--- config.mk ---
export PLATFORM = sky130hd
export DESIGN_NAME = apb_master_flat
export DESIGN_NICKNAME = d
export VERILOG_FILES = /design/src/rtl/apb_master_if.sv /design/src/rtl/apb_master.sv /design/src/flat_wrapper.sv
export SDC_FILE = /design/constraint.sdc
export NUM_CORES = 1
export LEC_CHECK = 0
export CAP_MARGIN = 20
export CORE_MARGIN = 10
export CORE_UTILIZATION = 46
export CTS_CLUSTER_DIAMETER = 80
export DETAILED_ROUTE_END_ITERATION = 10
export GPL_TIMING_DRIVEN = 0
export HOLD_SLACK_MARGIN = 0.02
export PLACE_DENSITY = 0.87
export SETUP_SLACK_MARGIN = 0.4
export SLEW_MARGIN = 10
export SYNTH_ARGS = -nofsm -noshare
export SYNTH_HDL_FRONTEND = slang
export SYNTH_SLANG_ARGS = --single-unit
--- constraint.sdc ---
create_clock -name clk -period 3.2 [get_ports clk]
set_input_delay 0.48 -clock clk [delete_from_list [all_inputs] [get_ports clk]]
set_output_delay 0.48 -clock clk [all_outputs]
set_load 0.1 [all_outputs]
--- src/rtl/apb_master_if.sv ---
// Command/response and APB bus bundle for apb_master.
// The master modport is the bridge's view; the slave modport is the view
// of whatever sits on the other side (command source plus APB slave).
interface apb_master_if #(
  parameter int AMBA_ADDR_WIDTH = 32,
  parameter int AMBA_WORD       = 32
);
  // Command side
  logic                       cmd_valid;
  logic                       cmd_ready;
  logic                       cmd_write;
  logic [AMBA_ADDR_WIDTH-1:0] cmd_addr;
  logic [AMBA_WORD-1:0]       cmd_wdata;
  // Response side
  logic                       rsp_valid;
  logic                       rsp_err;
  logic [AMBA_WORD-1:0]       rsp_rdata;
  // APB side
  logic                       PSEL;
  logic                       PENABLE;
  logic                       PWRITE;
  logic [AMBA_ADDR_WIDTH-1:0] PADDR;
  logic [AMBA_WORD-1:0]       PWDATA;
  logic [AMBA_WORD-1:0]       PRDATA;
  logic                       PREADY;

  modport master (
    input  cmd_valid, cmd_write, cmd_addr, cmd_wdata, PRDATA, PREADY,
    output cmd_ready, rsp_valid, rsp_err, rsp_rdata,
           PSEL, PENABLE, PWRITE, PADDR, PWDATA
  );

  modport slave (
    output cmd_valid, cmd_write, cmd_addr, cmd_wdata, PRDATA, PREADY,
    input  cmd_ready, rsp_valid, rsp_err, rsp_rdata,
           PSEL, PENABLE, PWRITE, PADDR, PWDATA
  );
endinterface

--- src/rtl/apb_master.sv ---
// Single-outstanding command-to-APB bridge. Accepts one command in IDLE,
// runs SETUP/ACCESS on APB (optionally RDCAP for registered-read slaves),
// and returns a one-cycle response pulse. A wait-state counter aborts
// transfers whose slave never raises PREADY.
module apb_master #(
  parameter int AMBA_ADDR_WIDTH = 32,
  parameter int AMBA_WORD       = 32,
  parameter int TIMEOUT         = 16,
  parameter int RD_LATE         = 1
) (
  input logic          clk,
  input logic          rst,
  apb_master_if.master bus
);

  typedef enum logic [1:0] {
    IDLE,
    SETUP,
    ACCESS,
    RDCAP
  } state_e;

  localparam int WAIT_W = (TIMEOUT > 0) ? $clog2(TIMEOUT + 1) : 1;
  localparam logic [WAIT_W-1:0] WAIT_LAST = WAIT_W'((TIMEOUT > 0) ? TIMEOUT - 1 : 0);

  state_e                     state_q;
  logic                       ready_q;
  logic                       psel_q;
  logic                       penable_q;
  logic                       pwrite_q;
  logic [AMBA_ADDR_WIDTH-1:0] paddr_q;
  logic [AMBA_WORD-1:0]       pwdata_q;
  logic                       rsp_valid_q;
  logic                       rsp_err_q;
  logic [AMBA_WORD-1:0]       rsp_rdata_q;
  logic [WAIT_W-1:0]          wait_q;
  logic                       timeout_hit;

  // Abort when this wait cycle would bring the counter up to TIMEOUT.
  assign timeout_hit = (TIMEOUT > 0) && (wait_q == WAIT_LAST);

  // Transfer FSM; every bus and response output is a register here.
  // NOTE: all state uses non-blocking assignments so every branch reads the
  // pre-edge values, independent of statement order.
  always_ff @(posedge clk or negedge rst) begin
    if (!rst) begin
      state_q     <= IDLE;
      ready_q     <= 1'b0;
      psel_q      <= 1'b0;
      penable_q   <= 1'b0;
      pwrite_q    <= 1'b0;
      paddr_q     <= '0;
      pwdata_q    <= '0;
      rsp_valid_q <= 1'b0;
      rsp_err_q   <= 1'b0;
      rsp_rdata_q <= '0;
      wait_q      <= '0;
    end else begin
      rsp_valid_q <= 1'b0;
      case (state_q)
        IDLE: begin
          if (bus.cmd_valid && ready_q) begin
            // Word-align the address; the APB fields double as the command latch.
            paddr_q  <= {bus.cmd_addr[AMBA_ADDR_WIDTH-1:2], 2'b00};
            pwrite_q <= bus.cmd_write;
            pwdata_q <= bus.cmd_wdata;
            psel_q   <= 1'b1;
            ready_q  <= 1'b0;
            state_q  <= SETUP;
          end else begin
            // Held low through reset, raised on the first clock after it.
            ready_q <= 1'b1;
          end
        end
        SETUP: begin
          penable_q <= 1'b1;
          wait_q    <= '0;
          state_q   <= ACCESS;
        end
        ACCESS: begin
          if (bus.PREADY) begin
            psel_q    <= 1'b0;
            penable_q <= 1'b0;
            if (pwrite_q) begin
              rsp_valid_q <= 1'b1;
              rsp_err_q   <= 1'b0;
              rsp_rdata_q <= '0;
              ready_q     <= 1'b1;
              state_q     <= IDLE;
            end else if (RD_LATE != 0) begin
              state_q <= RDCAP;
            end else begin
              rsp_valid_q <= 1'b1;
              rsp_err_q   <= 1'b0;
              rsp_rdata_q <= bus.PRDATA;
              ready_q     <= 1'b1;
              state_q     <= IDLE;
            end
          end else if (timeout_hit) begin
            psel_q      <= 1'b0;
            penable_q   <= 1'b0;
            rsp_valid_q <= 1'b1;
            rsp_err_q   <= 1'b1;
            rsp_rdata_q <= '0;
            ready_q     <= 1'b1;
            state_q     <= IDLE;
          end else begin
            wait_q <= wait_q + 1'b1;
          end
        end
        RDCAP: begin
          // Registered-read slaves present PRDATA one cycle after ACCESS.
          rsp_valid_q <= 1'b1;
          rsp_err_q   <= 1'b0;
          rsp_rdata_q <= bus.PRDATA;
          ready_q     <= 1'b1;
          state_q     <= IDLE;
        end
        default: state_q <= IDLE;
      endcase
    end
  end

  assign bus.cmd_ready = ready_q;
  assign bus.PSEL      = psel_q;
  assign bus.PENABLE   = penable_q;
  assign bus.PWRITE    = pwrite_q;
  assign bus.PADDR     = paddr_q;
  assign bus.PWDATA    = pwdata_q;
  assign bus.rsp_valid = rsp_valid_q;
  assign bus.rsp_err   = rsp_err_q;
  assign bus.rsp_rdata = rsp_rdata_q;

endmodule
--- src/flat_wrapper.sv ---
// flat-port wrapper written by rule: the top's interface ports become plain ports
module apb_master_flat 
#(
  parameter int AMBA_ADDR_WIDTH = 32,
  parameter int AMBA_WORD       = 32,
  parameter int TIMEOUT         = 16,
  parameter int RD_LATE         = 1
)
  (clk, rst, bus_cmd_valid, bus_cmd_write, bus_cmd_addr, bus_cmd_wdata, bus_PRDATA, bus_PREADY, bus_cmd_ready, bus_rsp_valid, bus_rsp_err, bus_rsp_rdata, bus_PSEL, bus_PENABLE, bus_PWRITE, bus_PADDR, bus_PWDATA);
  apb_master_if #(.AMBA_ADDR_WIDTH(AMBA_ADDR_WIDTH), .AMBA_WORD(AMBA_WORD)) bus_i ();
  input logic clk;
  input logic rst;
  input wire logic [$bits(bus_i.cmd_valid)-1:0] bus_cmd_valid;
  input wire logic [$bits(bus_i.cmd_write)-1:0] bus_cmd_write;
  input wire logic [$bits(bus_i.cmd_addr)-1:0] bus_cmd_addr;
  input wire logic [$bits(bus_i.cmd_wdata)-1:0] bus_cmd_wdata;
  input wire logic [$bits(bus_i.PRDATA)-1:0] bus_PRDATA;
  input wire logic [$bits(bus_i.PREADY)-1:0] bus_PREADY;
  output wire logic [$bits(bus_i.cmd_ready)-1:0] bus_cmd_ready;
  output wire logic [$bits(bus_i.rsp_valid)-1:0] bus_rsp_valid;
  output wire logic [$bits(bus_i.rsp_err)-1:0] bus_rsp_err;
  output wire logic [$bits(bus_i.rsp_rdata)-1:0] bus_rsp_rdata;
  output wire logic [$bits(bus_i.PSEL)-1:0] bus_PSEL;
  output wire logic [$bits(bus_i.PENABLE)-1:0] bus_PENABLE;
  output wire logic [$bits(bus_i.PWRITE)-1:0] bus_PWRITE;
  output wire logic [$bits(bus_i.PADDR)-1:0] bus_PADDR;
  output wire logic [$bits(bus_i.PWDATA)-1:0] bus_PWDATA;
  assign bus_i.cmd_valid = bus_cmd_valid;
  assign bus_i.cmd_write = bus_cmd_write;
  assign bus_i.cmd_addr = bus_cmd_addr;
  assign bus_i.cmd_wdata = bus_cmd_wdata;
  assign bus_i.PRDATA = bus_PRDATA;
  assign bus_i.PREADY = bus_PREADY;
  assign bus_cmd_ready = bus_i.cmd_ready;
  assign bus_rsp_valid = bus_i.rsp_valid;
  assign bus_rsp_err = bus_i.rsp_err;
  assign bus_rsp_rdata = bus_i.rsp_rdata;
  assign bus_PSEL = bus_i.PSEL;
  assign bus_PENABLE = bus_i.PENABLE;
  assign bus_PWRITE = bus_i.PWRITE;
  assign bus_PADDR = bus_i.PADDR;
  assign bus_PWDATA = bus_i.PWDATA;
  apb_master #(.AMBA_ADDR_WIDTH(AMBA_ADDR_WIDTH), .AMBA_WORD(AMBA_WORD), .TIMEOUT(TIMEOUT), .RD_LATE(RD_LATE)) u_core (.clk(clk), .rst(rst), .bus(bus_i));
endmodule
==> flow_metrics.tcl, run 1 <==
set metrics [dict create \
    antenna_found_initial 0 \
    io_pins 203 \
    critPathKind "reg -> out" \
    gp_congestion 0.7630 \
    synth_seq_cells 107 \
    first_global_vias 3964 \
    firstDrtPassIters 4 \
    yosys.area.top_type "dfrtp_1" \
    hold_viol 0 \
    holdPathStages 1 \
    grt.overflow.total 0 \
    finClkSkew_ns 0.007028 \
    core_area_sq_um 9864 \
    drc 0 \
    fill_cells 668 \
    antenna_cells 0 \
    ys_top_cells_by_area "dfrtp_1 57%, mux2_2 15%, mux2i_1 7.3%" \
    wl_per_cell_um 19.59 \
    die_h_um 121.0 \
    status "complete, no violations" \
    vias_per_cell 5.266 \
    htreeDepth 3 \
    crit_path_cell_trace "clkdlybuf4s50_1" \
    period_needed_ns 2.485 \
    synth_edf_count 0 \
    yosys_most_used_dff "dfrtp_1" \
    clkLatencyLatePin_ns 0.37 \
    hold_path_class "reg -> reg" \
    rows 36 \
    hp-start "u_core.wait_q[3]" \
    max_slew_margin 0.3033 \
    tns_ns 0 \
    worst_slew_pin_slew_ns 1.042 \
    cts.sinks 107 \
    clk_path_buf_depth 2 \
    drv_slew 0 \
    worstSetupStartpoint "u_core.bus.cmd_ready" \
    yosysSeqAreaShare 0.5711 \
    synth_top_area_share 0.5711 \
    cts_tree "done" \
    crit_path_max_incr_delay_ns 1.18 \
    cp_data_arrival_time_ns 2.00 \
    grt_pass1_wl_mm 21.41 \
    setup_viol 0 \
    max_freq_ghz 0.4024 \
    netlist_area_sq_um 4688 \
    cp.required_ns 2.72 \
    ys_warn_count 0 \
    num-nets-final 666 \
    wirelength_mm 13.63 \
    cts_buffers 9 \
    worstReg2RegStart "u_core.wait_q[0]" \
    syn2layout_area_growth_pct 51.35 \
    synth.distinct_cells 37 \
    final_antenna_net_count 0 \
    critical_path.startpoint_type "flip-flop" \
    crit_fanout 6 \
    finalCritPeriodShare 0.7765 \
    via_count 3665 \
    chipWidth_um 121.0 \
    path_depth 1 \
    async_reset_ff_frac 1.000 \
    multi_input_area_sq_um 1833 \
    cp-end-kind "output pin" \
    clk_root_buffer_cell "clkbuf_8" \
    ff_latch_area_sq_um 2678 \
    rsz0062_at_grt "no" \
    crit_buf_inv 1 \
    layout-drive-gt1-share 0.1936 \
    cp_slowest_cell "clkdlybuf4s50_1" \
    first_iter_violations 207 \
    crit_family "buffers and inverters" \
    dp_hpwl_mm 10.56 \
    reg2reg_depth 8 \
    synthCells 346 \
    grtUsageTotal 0.1836 \
    die_area_sq_um 14630 \
    grt_max_degree 66 \
    initial_core_util 0.4753 \
    avgSynthCellArea_sq_um 13.55 \
    maxCapViolCount 0 \
    io_buffer_count 198 \
    clk_pin_slew_ns 0.10 \
]
## final cells by class
class,instances,share of cell area
sequential,107,0.3774
timing repair buffer,200,0.2848
clock inverter,5,0.009169
tap,133,0.02345
clock buffer,11,0.02134
multi-input combinational,209,0.2583
inverter,6,0.003174
buffer,25,0.02239
## kinds of logic (layout without fill, tap and decap cells)
kind of cell    count (synthesis)  in the layout  share of synthesized area
compound gates                 49             49                    0.09287
fa+ha+maj                       7              7                    0.01868
buf+inv                        31            247                    0.03869
flops                         107            107                     0.5711
mux                            98             98                     0.2268
other cells                     1              2                  0.0007999
simple gates                   53             53                    0.05098
## through the flow
stage                     instances  setup WS [ns]  instance area [sq um]  hold WS, ns    util
after CTS                       696         0.6899                   7096       0.4895  0.7193
after detailed placement        679         0.8286                   6869       0.4268  0.6963
final                           696         0.7152                   7096       0.4838  0.7193
after floorplan                 347          1.110                   4692       0.1844       -
after global placement          678         -2.336                   6840       0.4566  0.6934
after global routing            696         0.6594                   7096       0.5154  0.7193
## cells in the mapped netlist (2+ instances only)
master	n
buf_2	13
a221o_2	3
a221o_1	29
nand3_1	5
buf_4	2
dfrtp_1	107
ha_1	7
mux2i_1	34
inv_1	6
clkbuf_1	5
nor2_1	33
nand2_1	6
a31oi_1	2
a21oi_1	3
o21ai_0	5
buf_8	3
mux2_2	63
## per-layer routing
metal	wire, um	vias to the layer above	GRT usage
met5	0	-	0
met4	159	0	0.05128
met3	1440	17	0.07771
met2	6875	146	0.3153
met1	5158	1821	0.2034
li1	-	1681	-
## path summary, 6_finish.rpt
check / to / slack [ns]
min: u_core.wait_q[3] / 0.48
max reg2reg: u_core.bus.rsp_rdata[18] / 0.92
max: bus_cmd_ready / 0.72
min in group asynchronous: u_core.bus.rsp_rdata[23] / 0.60
min reg2reg: u_core.wait_q[3] / 0.48
max in group asynchronous: u_core.bus.PADDR[3] / 1.94
## placed cells by master, fill, tap and decap left out, types with 2 or more instances in the layout
master,instances
inv_1,6
dfrtp_1,107
nand2_1,6
a221o_1,29
buf_2,13
a31oi_1,2
clkbuf_1,5
conb_1,2
buf_6,2
a21oi_1,3
clkbuf_8,11
a221o_2,3
o21ai_0,5
mux2i_1,34
inv_6,3
nor2_1,33
buf_4,2
ha_1,7
mux2_2,63
nand3_1,5
buf_8,3
clkdlybuf4s50_1,197
## sequential cells by signal, indices dropped and copies added, names as in the netlist, 2 cells and up
register	flops
u_core.bus.PADDR	30
u_core.bus.PWDATA	32
u_core.bus.rsp_rdata	32
u_core.state_q	2
u_core.wait_q	5
## repair_timing
action	in CTS	in global routing
resized for setup	0	0
buffers inserted	0	0
hold endpoints to repair	8	0
hold buffers	1	0
Power of run 1 is not shown: default switching activity piles up to over one toggle a cycle in this logic, so the estimate is an artifact.
==> inputs of run 2 (changes only) <==
--- a/config.mk
+++ b/config.mk
@@ -7,12 +7,12 @@
 export LEC_CHECK = 0
 export CAP_MARGIN = 20
 export CORE_MARGIN = 10
-export CORE_UTILIZATION = 46
+export CORE_UTILIZATION = 38
 export CTS_CLUSTER_DIAMETER = 80
 export DETAILED_ROUTE_END_ITERATION = 10
 export GPL_TIMING_DRIVEN = 0
 export HOLD_SLACK_MARGIN = 0.02
-export PLACE_DENSITY = 0.87
+export PLACE_DENSITY = 0.77
 export SETUP_SLACK_MARGIN = 0.4
 export SLEW_MARGIN = 10
 export SYNTH_ARGS = -nofsm -noshare
==> constraint.sdc (replaced) <==
create_clock -name clk -period 2.17 [get_ports clk]
set_input_delay 0.3255 -clock clk [delete_from_list [all_inputs] [get_ports clk]]
set_output_delay 0.3255 -clock clk [all_outputs]
set_load 0.1 [all_outputs]
==> run 2 against run 1 <==
  * Critical path depth increased by 7
  * Via count rose by 1.8%
  * Routed wire length rose by 5.1%
  * Core utilization down 8.6 points
  * Worst setup slack worse by 0.48 ns
  * Global-route usage fell by 1.8 points
  * Sequential share of layout area shrank 2.6 points
  * Count of clock-buffer cells in the layout up 1
==> flow_metrics.tcl, run 2 (synthesis gave the netlist of run 1 again) <==
set metrics [dict create \
    status "complete, no violations" \
    crit_buf_inv 2 \
    worst_hold_slack_ns 0.4927 \
    grtUsageTotal 0.1656 \
    clk_root_buffer_cell "clkbuf_16" \
    setup_viol 0 \
    drc 0 \
    drv_slew 0 \
    grt_max_degree 56 \
    io_pins 203 \
    maxCapViolCount 0 \
    critical_path.startpoint_type "flip-flop" \
    htreeDepth 3 \
    vias_per_cell 5.027 \
    postLayoutCoreUtil 0.6335 \
    first_global_vias 4039 \
    tns_ns 0 \
    gp_congestion 0.7641 \
    core_area_sq_um 12060 \
    cts_tree "done" \
    rsz0062_at_grt "yes" \
    syn2layout_area_growth_pct 62.98 \
    rows 40 \
    crit_family "flip-flops" \
    cp.required_ns 2.39 \
    antenna_found_initial 0 \
    cts.sinks 107 \
    dp_hpwl_mm 10.69 \
    via_count 3730 \
    crit_path_max_incr_delay_ns 0.40 \
    die_h_um 131.1 \
    fill_cells 932 \
    die_area_sq_um 17180 \
    hold_viol 0 \
    hold_path_class "reg -> reg" \
    wl_per_cell_um 19.31 \
    first_iter_violations 150 \
    critPathKind "reg -> reg" \
    num-nets-final 678 \
    crit_path_cell_trace "ha_2 > and3_4 > ha_4 > mux2i_4 > nor2b_1 > clkbuf_8 > buf_8 > a221o_1" \
    antenna_cells 0 \
    chipWidth_um 131.1 \
    max_freq_ghz 0.5165 \
    clkLatencyLatePin_ns 0.35 \
    finClkSkew_ns 0.008398 \
    cts_buffers 9 \
    finalCritPeriodShare 0.8922 \
    final_antenna_net_count 0 \
    final_cell_mix "103 x dfrtp_1, 100 x clkdlybuf4s15_2, 97 x clkdlybuf4s50_1, 63 x mux2_2, 34 x mux2i_1" \
    io_buffer_count 198 \
    initial_core_util 0.3887 \
    cp-end-kind "flip-flop" \
    layout-drive-gt1-share 0.4164 \
    grt_pass1_wl_mm 21.98 \
    period_needed_ns 1.936 \
    final_common_cell "dfrtp_1" \
    grt.overflow.total 0 \
    cp_data_arrival_time_ns 2.16 \
    worst_slew_pin_slew_ns 0.5810 \
    cp_slowest_cell "dfrtp_1" \
    wirelength_mm 14.33 \
    firstDrtPassIters 4 \
    crit_fanout 10 \
    max_slew_margin 0.6145 \
    clk_pin_slew_ns 0.06 \
    clk_path_buf_depth 2 \
]
[run 2: changes by cell type in the layout (fill, tap and decap cells not counted), moves of 4 or more]
cell / change
clkdlybuf4s15_2: +100
clkdlybuf4s50_1: -100
buf_4: +18
buf_2: -12
clkbuf_16: +9
clkbuf_8: -8
dfrtp_1: -4
dfrtp_2: +4
nand3_1: -4
[run 2: area by class of cell]
cell class                      count  area, sq um  share of cell area
Sequential cell                   107         2683              0.3511
Clock inverter                      3        23.77            0.003111
Inverter                            6        22.52            0.002947
Multi-Input combinational cell    209         1946              0.2546
Timing Repair Buffer              212         2260              0.2957
Buffer                             25        240.2             0.03144
Clock buffer                       12        256.5             0.03357
Tap cell                          168        210.2             0.02751
[run 2: path summary, 6_finish.rpt]
path,start,end,slack (ns),depth (start not counted)
max,u_core.wait_q[1],u_core.bus.rsp_rdata[12],0.23,8
min,u_core.wait_q[3],u_core.wait_q[3],0.49,1
max reg2reg,u_core.wait_q[1],u_core.bus.rsp_rdata[12],0.23,8
min reg2reg,u_core.wait_q[3],u_core.wait_q[3],0.49,1
max in group asynchronous,rst,u_core.bus.PADDR[3],1.03,3
min in group asynchronous,rst,u_core.bus.rsp_rdata[27],0.50,2
[run 2: through the flow]
| stage | setup slack, ns | instance area, sq um | std cells |
|---|---|---|---|
| 3_3_place_gp | -3.759 | 6943 | 713 |
| 6_report | 0.2339 | 7641 | 742 |
| 2_1_floorplan | 0.3212 | 4751 | 347 |
| 5_1_grt | 0.1863 | 7641 | 742 |
| 3_5_place_dp | -0.1402 | 6972 | 714 |
| 4_1_cts | 0.2043 | 7528 | 739 |
[run 2: per-layer routing]
layer  part of all wire  vias up  track usage  wire, um
li1                   -     1712            -         -
met5                  0        -            0         0
met3               0.12       15      0.08126      1747
met4              0.014        0      0.04840       205
met1               0.35     1862       0.1767      5066
met2               0.51      141       0.2839      7307
[run 2: worst register-to-register path, cell delays in order, from the launching register on]
cell and delay (ns):
dfrtp_1 0.40, ha_2 0.20, and3_4 0.18, ha_4 0.17
mux2i_4 0.19, nor2b_1 0.08, clkbuf_8 0.16, buf_8 0.14
a221o_1 0.30
[run 2: timing repair]
item / 4_1_cts / 5_1_grt
resized for setup: 319 / 26
hold buffers: 1 / 0
setup endpoints to repair: 201 / 101
buffers inserted: 7 / 3
cloned: 2 / 0
pin swaps: 11 / 3
endpoints found under the hold margin: 52 / 0
Power of run 2 is left out for the same reason.
==> inputs of run 3 (changes only) <==
--- a/config.mk
+++ b/config.mk
@@ -5,9 +5,11 @@
 export SDC_FILE = /design/constraint.sdc
 export NUM_CORES = 1
 export LEC_CHECK = 0
-export CAP_MARGIN = 20
+export CAP_MARGIN = 40
+export CELL_PAD_IN_SITES_DETAIL_PLACEMENT = 1
+export CELL_PAD_IN_SITES_GLOBAL_PLACEMENT = 2
 export CORE_MARGIN = 10
-export CORE_UTILIZATION = 38
+export CORE_UTILIZATION = 24
 export CTS_CLUSTER_DIAMETER = 80
 export DETAILED_ROUTE_END_ITERATION = 10
 export GPL_TIMING_DRIVEN = 0
==> run 3 against run 2 <==
  * Worst setup slack worse by 0.0082 ns
  * Sequential cell count unchanged
  * Routed wire length up 40%
  * Cell count up 27%
  * Non-clock buffer count up 97
  * Highest routed layer unchanged
==> flow_metrics.tcl, run 3 (synthesis gave the netlist of run 1 again) <==
set metrics [dict create \
    clk_path_buf_depth 2 \
    initial_core_util 0.2425 \
    cp-end-kind "flip-flop" \
    worstReg2RegStart "u_core.wait_q[1]" \
    first_iter_violations 121 \
    cp_data_arrival_time_ns 2.19 \
    dp_cells 911 \
    rows 51 \
    io_pins 203 \
    drc 0 \
    core_area_sq_um 19330 \
    final_antenna_net_count 0 \
    grt_pass1_wl_mm 31.11 \
    grt_max_degree 83 \
    first_global_vias 4964 \
    hold_path_class "in -> async" \
    via_count 4160 \
    postLayoutCoreUtil 0.5202 \
    htreeDepth 3 \
    vias_per_cell 4.426 \
    status "complete, no violations" \
    chipWidth_um 159.8 \
    syn2layout_area_growth_pct 114.5 \
    setup_viol 0 \
    worstSetupStartpoint "u_core.wait_q[1]" \
    final_common_cell "dfrtp_1" \
    grtUsageTotal 0.1571 \
    critical_path.startpoint_type "flip-flop" \
    gp_congestion 0.7050 \
    final_cell_mix "104 x dfrtp_1, 97 x clkdlybuf4s50_1, 94 x dlygate4sd2_1, 63 x mux2_2, 61 x buf_16" \
    finalCritPeriodShare 0.8960 \
    hold_viol 0 \
    io_buffer_count 198 \
    rsz0062_at_grt "yes" \
    grt.overflow.total 0 \
    fin_cells 940 \
    clkLatencyLatePin_ns 0.36 \
    wirelength_mm 20.04 \
    rr_endpoint "u_core.bus.rsp_rdata[20]" \
    wl_per_cell_um 21.32 \
    critPathKind "reg -> reg" \
    firstDrtPassIters 4 \
    antenna_found_initial 2 \
    layout-drive-gt1-share 0.3655 \
    clk_pin_slew_ns 0.08 \
    clk_root_buffer_cell "clkbuf_16" \
    finClkSkew_ns 0.008353 \
    reg2reg_depth 8 \
    drv_slew 0 \
    die_h_um 159.8 \
    die_area_sq_um 25520 \
    cts_tree "done" \
    max_freq_ghz 0.5143 \
    cp.required_ns 2.41 \
    crit_fanout 10 \
    num-nets-final 776 \
    maxCapViolCount 0 \
    fill_cells 1875 \
    max_slew_margin 0.6484 \
    period_needed_ns 1.944 \
    worst_slew_pin_slew_ns 0.5274 \
    cts.sinks 107 \
    cts_buffers 9 \
    rrSetupSlack_ns 0.23 \
    dp_hpwl_mm 15.22 \
]
[run 3: repair_timing]
action                                  CTS  global route
pin swaps                                 5            11
gates cloned                              1             1
endpoints found under the hold margin    25             0
hold buffers                              1             0
buffers inserted                          6             5
resized for setup                       162            31
endpoints found under the setup margin  205           105
[run 3: layer usage]
layer | global-route usage | vias up | routed length [um] | share of wire
met3 | 0.06118 | 22 | 1467 | 0.073
met2 | 0.2832 | 137 | 10720 | 0.53
met5 | 0 | - | 0 | 0
met1 | 0.1630 | 2088 | 7419 | 0.37
li1 | - | 1913 | - | -
met4 | 0.05265 | 0 | 437 | 0.022
[run 3: how the worst max path moves through the flow]
stage,to,slack [ns],cells past startpoint
finish,u_core.bus.rsp_rdata[20],0.23,8
global route,u_core.bus.rsp_rdata[4],0.14,8
CTS,u_core.bus.rsp_rdata[27],0.19,8
detailed placement,u_core.bus.rsp_rdata[13],-0.19,6
global placement,u_core.bus.PWRITE,-3.98,1
floorplan,u_core.bus.rsp_rdata[18],0.32,8
[run 3: worst max-delay path: stages, from the launching register on]
cell     delay [ns]
dfrtp_1        0.38
ha_2           0.19
and3_4         0.18
ha_4           0.17
mux2i_4        0.21
nor2b_1        0.07
buf_4          0.17
buf_8          0.14
a221o_1        0.32
[run 3: cell type report]
| type | instances | area [sq um] | area share |
|---|---|---|---|
| well taps | 265 | 331.6 | 0.03296 |
| flip-flops and latches | 107 | 2681 | 0.2666 |
| clock buffers | 9 | 225.2 | 0.02239 |
| clock inverters | 7 | 110.1 | 0.01095 |
| inverters | 6 | 22.52 | 0.002239 |
| multi-input cells | 210 | 1984 | 0.1973 |
| repair buffers | 309 | 4439 | 0.4413 |
| diodes | 2 | 5.005 | 0.0004976 |
| plain buffers | 25 | 259.0 | 0.02575 |
[run 3: metrics by stage]
| step | setup TNS [ns] | setup slack, ns | area (sq um) | hold WS, ns |
|---|---|---|---|---|
| after floorplan | 0 | 0.3212 | 4751 | 0.02991 |
| after global placement | -382.12 | -3.983 | 7064 | 0.4661 |
| after detailed placement | -3.138 | -0.1890 | 9333 | 0.2145 |
| after CTS | 0 | 0.1928 | 9899 | 0.3919 |
| after global routing | 0 | 0.1422 | 10060 | 0.4169 |
| final | 0 | 0.2256 | 10060 | 0.3911 |
Power of run 3 is left out for the same reason.
==> edit: new RTL, flow settings as in run 3 <==
`AMBA_WORD` is set to 32 in 3 places; all go to 16.
--- a/src/rtl/apb_master_if.sv
+++ b/src/rtl/apb_master_if.sv
@@ -3,7 +3,7 @@
 // of whatever sits on the other side (command source plus APB slave).
 interface apb_master_if #(
   parameter int AMBA_ADDR_WIDTH = 32,
-  parameter int AMBA_WORD       = 32
+  parameter int AMBA_WORD       = 16
 );
   // Command side
   logic                       cmd_valid;
--- a/src/rtl/apb_master.sv
+++ b/src/rtl/apb_master.sv
@@ -4,7 +4,7 @@
 // transfers whose slave never raises PREADY.
 module apb_master #(
   parameter int AMBA_ADDR_WIDTH = 32,
-  parameter int AMBA_WORD       = 32,
+  parameter int AMBA_WORD       = 16,
   parameter int TIMEOUT         = 16,
   parameter int RD_LATE         = 1
 ) (
--- a/src/flat_wrapper.sv
+++ b/src/flat_wrapper.sv
@@ -2,7 +2,7 @@
 module apb_master_flat 
 #(
   parameter int AMBA_ADDR_WIDTH = 32,
-  parameter int AMBA_WORD       = 32,
+  parameter int AMBA_WORD       = 16,
   parameter int TIMEOUT         = 16,
   parameter int RD_LATE         = 1
 )
Interface: changed (resized bus_PRDATA, bus_PWDATA, bus_cmd_wdata and bus_rsp_rdata); port bits go from 203 to 139. No check against the original RTL was run, so the function may have changed too.
==> edit against run 3 <==
Wire length is 41% lower. Setup slack got worse by 0.00051 ns. Global-route usage fell by 2.0 points. Area after synthesis shrank 36%. Critical path depth stayed put. Sequential cell count shrank 32. Design area decreased by 32%. Hold slack better by 0.054 ns. Critical path type unchanged.
Power is not shown: default switching activity piles up to over one toggle a cycle in this logic, so the estimate is an artifact.
==> edit: results <==
[global_route]
grt_max_degree = 57
grtUsageMet1 = 0.141
track_usage = 0.137
globalRouteMet3Util = 0.0541
grt_pass1_vias = 3130
grt_pass1_wl_um = 18800
antenna_found_initial = 0
use_met2 = 0.252

[run_status]
run_status = complete, no violations

[clocking]
htreeDepth = 3
cts-resized-gates = 63
holdBufCountCts = 1
clkTransAtPathRegs_ns = 0.06
insertion_delay_ns = 0.33
numCtsBuffers = 9
clock_path_buffers = 2
clockRootBuffer = clkbuf_16
post_cts_buffers = 15

[critical_path]
worstSetupPathType = flop to flop
rr_endpoint = u_core.state_q[1]
slowest_delay_ns = 0.39
worst_r2r_path_depth = 8
arrival_ns = 2.19
regToRegSetupSlack_ns = 0.23
slowest_stage = dfrtp_1
regToRegStartpoint = u_core.wait_q[0]
crit_path_max_fanout = 6
critPathTopFamily = simple AND/OR/NAND/NOR gates

[cells_and_area]
nets = 513
layout-drive-gt1-share = 0.401
insertedDiodeCount = 0
largest_reg_flops = 30

[timing]
fin_worst_skew_ns = 0.00393
fin_hold_ws_ns = 0.445

[placement]
port_buffers = 134
place_hpwl_um = 8950
place.gp.congestion = 0.700

[logic_synthesis]
ys_types = 33
ys_seq_area_frac = 0.621
ys_top_cells_by_area = dfrtp_1 (62%), mux2_2 (18%), a22o_1 (5.2%)
yosysWarnings = 0
async_flop_share = 1.00
synth_common_cells = dfrtp_1 (75), mux2_2 (47), a22o_1 (18)

[route]
wl_per_cell_um = 19.5
dr.pass1.iters = 4
num_vias = 2589
drt_iter0_drc = 110

[hold_path]
hp-class = input pin to async pin
-- edit: logic make-up after synthesis --
logic type,share of synthesized area
mux,0.194
flops,0.621
simple gates,0.0373
other cells,0.00124
buf+inv,0.0306
fa+ha+maj,0.0290
compound gates,0.0865
-- edit: layout make-up --
type / instances / area, um2
Buffer: 11 / 110
Clock buffer: 11 / 253
Clock inverter: 4 / 50.0
Fill cell: 1149 / 5330
Inverter: 6 / 22.5
Multi-Input combinational cell: 113 / 1120
Sequential cell: 75 / 1880
Tap cell: 168 / 210
Timing Repair Buffer: 221 / 3180
-- edit: metrics by stage --
stage               setup TNS (ns)  instance area, um2  cells  worst slack, ns
floorplan                        0                3050    205            0.267
global placement           -147.40                4600    507            -2.26
detailed placement               0                6150    576           0.0795
CTS                              0                6640    607            0.232
global route                     0                6830    609            0.160
finish                           0                6830    609            0.225
-- edit: routing by layer --
metal | part of all wire | wire length [um]
met1 | 0.37 | 4450
met2 | 0.55 | 6480
met3 | 0.065 | 776
met4 | 0.014 | 165
met5 | 0 | 0
